[src/rtl/branch_pipe_ctrl.sv]
// Branch/hazard sequencer for the 5-stage MIPS pipeline: resolves BEQ in EX, drives PC redirect,
// IF/ID and ID/EX stall/flush controls. Define BRANCH_BNE_EN to also resolve BNE as a branch.
module branch_pipe_ctrl #(
  parameter int FLUSH_DEPTH = 2,
  parameter int CNT_W       = 16,
  parameter int ADDR_W      = 32
) (
  input  logic              i_clk,
  input  logic              i_rst_n,
  input  logic              i_ex_valid,
  input  logic [5:0]        i_opcode,
  input  logic              i_zero,
  input  logic [ADDR_W-1:0] i_branch_target,
  input  logic              i_load_use,
  input  logic              i_imem_ready,
  output logic              o_pc_src,
  output logic [ADDR_W-1:0] o_pc_target,
  output logic              o_pc_write,
  output logic              o_ifid_write,
  output logic              o_ifid_flush,
  output logic              o_idex_flush,
  output logic [CNT_W-1:0]  o_taken_cnt,
  output logic              o_busy
);

  localparam logic [5:0] OP_BEQ = 6'b000100;
  localparam int         FW     = $clog2(FLUSH_DEPTH + 1);
  localparam logic [FW-1:0] FLUSH_INIT = FW'(FLUSH_DEPTH - 1);
  localparam bit         HAS_FLUSH = (FLUSH_DEPTH > 1);

  typedef enum logic [1:0] {RUN, REDIRECT, FLUSH} state_e;

  state_e              state_q, state_d;
  logic [FW-1:0]       fcnt_q, fcnt_d;
  logic [ADDR_W-1:0]   tgt_q, tgt_d;
  logic [CNT_W-1:0]    cnt_q, cnt_d;

  logic                taken;
  logic                pc_src, pc_write, ifid_write, ifid_flush, idex_flush;
  logic [ADDR_W-1:0]   pc_target;

`ifdef BRANCH_BNE_EN
  localparam logic [5:0] OP_BNE = 6'b000101;
  assign taken = i_ex_valid & (((i_opcode == OP_BEQ) & i_zero) | ((i_opcode == OP_BNE) & ~i_zero));
`else
  assign taken = i_ex_valid & (i_opcode == OP_BEQ) & i_zero;
`endif

  always_comb begin
    state_d    = state_q;
    fcnt_d     = fcnt_q;
    tgt_d      = tgt_q;
    cnt_d      = cnt_q;
    pc_src     = 1'b0;
    pc_target  = i_branch_target;
    pc_write   = 1'b1;
    ifid_write = 1'b1;
    ifid_flush = 1'b0;
    idex_flush = 1'b0;
    case (state_q)
      RUN: begin
        if (taken) begin
          pc_src     = 1'b1;
          ifid_flush = 1'b1;
          idex_flush = 1'b1;
          tgt_d      = i_branch_target;
          if (cnt_q != {CNT_W{1'b1}}) cnt_d = cnt_q + CNT_W'(1);
          pc_write   = i_imem_ready;
          ifid_write = i_imem_ready;
          if (!i_imem_ready) begin
            state_d = REDIRECT;
          end else if (HAS_FLUSH) begin
            state_d = FLUSH;
            fcnt_d  = FLUSH_INIT;
          end
        end else if (!i_imem_ready) begin
          pc_write   = 1'b0;
          ifid_write = 1'b0;
          idex_flush = i_load_use;
        end else if (i_load_use) begin
          pc_write   = 1'b0;
          ifid_write = 1'b0;
          idex_flush = 1'b1;
        end
      end
      REDIRECT: begin
        // Fetch stalled on the redirect: keep presenting the latched target until memory accepts it.
        pc_src     = 1'b1;
        pc_target  = tgt_q;
        ifid_flush = 1'b1;
        idex_flush = 1'b1;
        pc_write   = i_imem_ready;
        ifid_write = i_imem_ready;
        if (i_imem_ready) begin
          if (HAS_FLUSH) begin
            state_d = FLUSH;
            fcnt_d  = FLUSH_INIT;
          end else begin
            state_d = RUN;
          end
        end
      end
      FLUSH: begin
        ifid_flush = 1'b1;
        idex_flush = 1'b1;
        pc_write   = i_imem_ready;
        ifid_write = i_imem_ready;
        if (i_imem_ready) begin
          fcnt_d = fcnt_q - FW'(1);
          if (fcnt_q == FW'(1)) state_d = RUN;
        end
      end
      default: state_d = RUN;
    endcase
  end

  always_ff @(posedge i_clk or negedge i_rst_n) begin
    if (!i_rst_n) begin
      state_q <= RUN;
      fcnt_q  <= '0;
      tgt_q   <= '0;
      cnt_q   <= '0;
    end else begin
      state_q <= state_d;
      fcnt_q  <= fcnt_d;
      tgt_q   <= tgt_d;
      cnt_q   <= cnt_d;
    end
  end

  // Reset overrides the control outputs so nothing is written while the pipe is held.
  assign o_pc_src     = i_rst_n & pc_src;
  assign o_pc_target  = i_rst_n ? pc_target : '0;
  assign o_pc_write   = i_rst_n & pc_write;
  assign o_ifid_write = i_rst_n & ifid_write;
  assign o_ifid_flush = ~i_rst_n | ifid_flush;
  assign o_idex_flush = ~i_rst_n | idex_flush;
  assign o_taken_cnt  = cnt_q;
  assign o_busy       = i_rst_n & (state_q != RUN);

endmodule

[config.mk]
export PLATFORM = sky130hd
export DESIGN_NAME = branch_pipe_ctrl
export DESIGN_NICKNAME = d
export VERILOG_FILES = /design/src/rtl/branch_pipe_ctrl.sv
export SDC_FILE = /design/constraint.sdc
export NUM_CORES = 1
export LEC_CHECK = 0
export ABC_AREA = 0
export ABC_CLOCK_PERIOD_IN_PS = 2100
export BUFFER_PORTS_ARGS = -buffer_cell sky130_fd_sc_hd__buf_2
export CORE_ASPECT_RATIO = 1.25
export CORE_MARGIN = 2
export CORE_UTILIZATION = 33
export CTS_CLUSTER_SIZE = 20
export DETAILED_ROUTE_END_ITERATION = 8
export MAX_ROUTING_LAYER = met4
export SYNTH_ARGS = -nofsm -noshare
export SYNTH_HDL_FRONTEND = slang
export SYNTH_SLANG_ARGS = --single-unit
[constraint.sdc]
create_clock -name i_clk -period 2.1 [get_ports i_clk]
set_clock_uncertainty 0.2 [all_clocks]
set_input_delay 0.21 -clock i_clk [delete_from_list [all_inputs] [get_ports i_clk]]
set_output_delay 0.21 -clock i_clk [all_outputs]
set_load 0.02 [all_outputs]
==> run_results.csv <==
group,metric,value,unit
global_route,global_route.overflow_total,0,
floorplan,die_w,88.8,µm
synthesis,synth_common_cells,"dfrtp_1, mux2_2, nor2b_1",
sta,rsz0062_at_grt,"yes",
synthesis,yosysTopAreaCell,"dfrtp_1",
global_route,grtUsageTotal,15.8,%
sta,fin_crit,2090,ps
placed_design,hpwlAfterDp,4930,µm
synthesis,synth_most_common_cell,"dfrtp_1",
synthesis,synthTopCellsByArea,"dfrtp_1, mux2_2, mux2i_1",
sta,fin_ws,9.39,ps
clock_tree,cts.sinks,52,
synthesis,post_synth.cell_area_avg,11.2,µm²
synthesis,seq_area_frac_synth,43.8,%
layout,finalNetCount,467,
critical_path,critPathCaptureType,"primary output",
synthesis,ys_async_sr_fraction,100,%
sta,finalCritPeriodShare,99.6,%
clock_tree,cts_root_buf,"clkbuf_8",
layout,n_antenna_cell,0,
floorplan,fp-row-count,38,
synthesis,synth-seq-cells,52,
power_and_ir_drop,pwr_density_cell,802,nW/µm²
power_and_ir_drop,swShare,34.0,%
clock_tree,cts_tree,"built",
critical_path,cp.arrival,1680,ps
worst_hold_path,hold_class,"in -> reg",
power_and_ir_drop,power,3.61,mW
detailed_routing,drt-wirelength-per-cell,14.0,µm
critical_path,cp.required,1690,ps
detailed_routing,drtPass1Iterations,4,
detailed_routing,via_per_inst,4.75,
synthesis,ys_warn_count,0,
critical_path,crit_path_max_fanout,6,
placed_design,pre_cts_slack,-279,ps
synthesis,synthesis.nets,315,
clock_tree,cts_buffer_depth,2,
floorplan,core,8700,µm²
detailed_routing,wl,7540,µm
synthesis,synth-edff-count,0,
floorplan,die_h,110,µm
sta,relSlewSlack,69.5,%
detailed_routing,detail-route-antenna-nets,0,
power_and_ir_drop,switching_power,1.23,mW
global_route,antenna_found_initial,0,
detailed_routing,drc_errors,0,
run_status,status,"finished clean",
power_and_ir_drop,leakage,2.19,nW
synthesis,syn_inst,265,
power_and_ir_drop,power_frac_comb,47.2,%
critical_path,cp-start-kind,"flop",
power_and_ir_drop,internal-power,2.38,mW
clock_tree,numCtsBuffers,5,
placed_design,numPortBuffers,97,
sta,hold_viol_final,0,
floorplan,dieArea,9770,µm²
sta,drv_slew,0,
floorplan,ioPinCount,98,
synthesis,yosysTopAreaCellShare,43.8,%
clock_tree,clkTransAtPathRegs,90,ps
layout,drive_above_1_share,46.7,%
detailed_routing,vias,2553,
run,cap_viol_max_count,0,
synthesis,netlist_area,2970,µm²
power_and_ir_drop,peakVddDrop,0.000315,V
critical_path,path_class,"reg -> out",
sta,finalSetupViolations,0,
synthesis,synth.distinct_cells,39,
global_route,grt_max_degree,37,
sta,worstMarginPinSlew,453,ps
clock_tree,clock_latency,300,ps
global_route,grt_pass1_vias,2468,
detailed_routing,drtIter0Drc,82,
sta,max_freq,0.478,GHz
layout,syn_to_final_growth,51.7,%
power_and_ir_drop,p_seq_share,32.1,%
floorplan,start_util,34.1,%
placed_design,gp_congestion,0.794,
power_and_ir_drop,power.share.clock,20.7,%
global_route,grt_pass1_wl,11700,µm
clock_tree,htree_levels,2,
synthesis,synthFlopType,"dfrtp_1",
metrics by stage:
stage	cells	instance area [µm²]	util [%]	hold WS (ps)	setup TNS [ps]
floorplan	265	2970	-	-286	-142
global placement	491	3760	43.2	-78.5	-681
detailed placement	491	3760	43.2	-80.5	-808
CTS	536	4340	49.9	81.7	-36.6
global route	538	4500	51.8	113	-2310
finish	538	4500	51.8	97.6	0
path summary, 6_finish.rpt:
check | from | to | slack, ps | cells past startpoint
worst max-delay path | state_q[0] | o_pc_target[15] | 9 | 6
worst min-delay path | i_imem_ready | state_q[1] | 100 | 3
worst max register to register | state_q[1] | o_taken_cnt[15] | 90 | 6
worst min register to register | tgt_q[16] | tgt_q[16] | 310 | 1
max in group asynchronous | i_rst_n | tgt_q[25] | 940 | 4
min in group asynchronous | i_rst_n | o_taken_cnt[4] | 110 | 2
worst max-delay path, stage by stage, from the launching register on:
cell     delay, ps
dfrtp_1        380
buf_4          160
ha_4           210
buf_12         160
mux2i_4        180
nor2b_2        150
buf_6          130
final cells by class:
type,instances,area (µm²)
clock buffers,7,96.3
clock inverters,1,30.0
fillers,791,4200
inverters,7,26.3
multi-input cells,190,1700
flip-flops and latches,52,1300
well taps,120,150
repair buffers,161,1200
metal layers:
layer,GRT usage [%],vias up,wire (µm)
met5,-,-,0
met4,3.90,0,82
met3,2.01,5,253
met2,28.0,70,3850
met1,18.9,1228,3350
li1,-,1250,-
power by group through the flow:
stage	clock network, mW	logic (mW)	registers, mW
after floorplan	0	0.894	1.18
after global placement	0	1.37	1.17
after detailed placement	0	1.38	1.18
after CTS	0.779	1.58	1.16
after global routing	0.813	1.85	1.18
final	0.747	1.70	1.16
state kept, by name (all words and copies together) (netlist names):
name / count
tgt_q: 32
o_taken_cnt: 16
fcnt_q: 2
state_q: 2
kinds of logic (layout without fill, tap and decap cells):
logic type               count (synthesis)  count (layout)  synth area share [%]
AND/OR/NAND/NOR                         77              77                  16.6
multiplexers                            69              69                  24.8
flip-flops                              52              52                  43.8
AO/OA/AOI/OAI                           27              27                  5.86
buffers and inverters                   23             176                  3.12
XOR/XNOR                                11              11                  3.25
adder cells (fa/ha/maj)                  6               6                  2.53
placed cells by master (no fill, tap or decap), drive strengths merged, types with 2 or more instances in the layout:
master	count
a311oi	2
nor4	7
o21ai	10
dlygate4sd3	33
buf	125
nand3	5
inv	7
clkbuf	9
a21o	2
mux2i	32
nand4	6
and3	2
nor2	4
nand2	6
xor2	10
nor3	4
mux2	37
dfrtp	52
nor4b	2
a21boi	2
ha	6
a21oi	5
nor3b	2
nor2b	33
repair_timing:
| action | CTS | global route |
|---|---|---|
| hold endpoints to repair | 60 | 0 |
| gates resized for setup | 14 | 30 |
| hold buffers | 33 | 0 |
| pin swaps | 0 | 1 |
| gates cloned | 2 | 1 |
| endpoints found under the setup margin | 36 | 45 |
| setup buffers | 2 | 1 |
No activity file was read; power rests on OpenSTA's default activity.
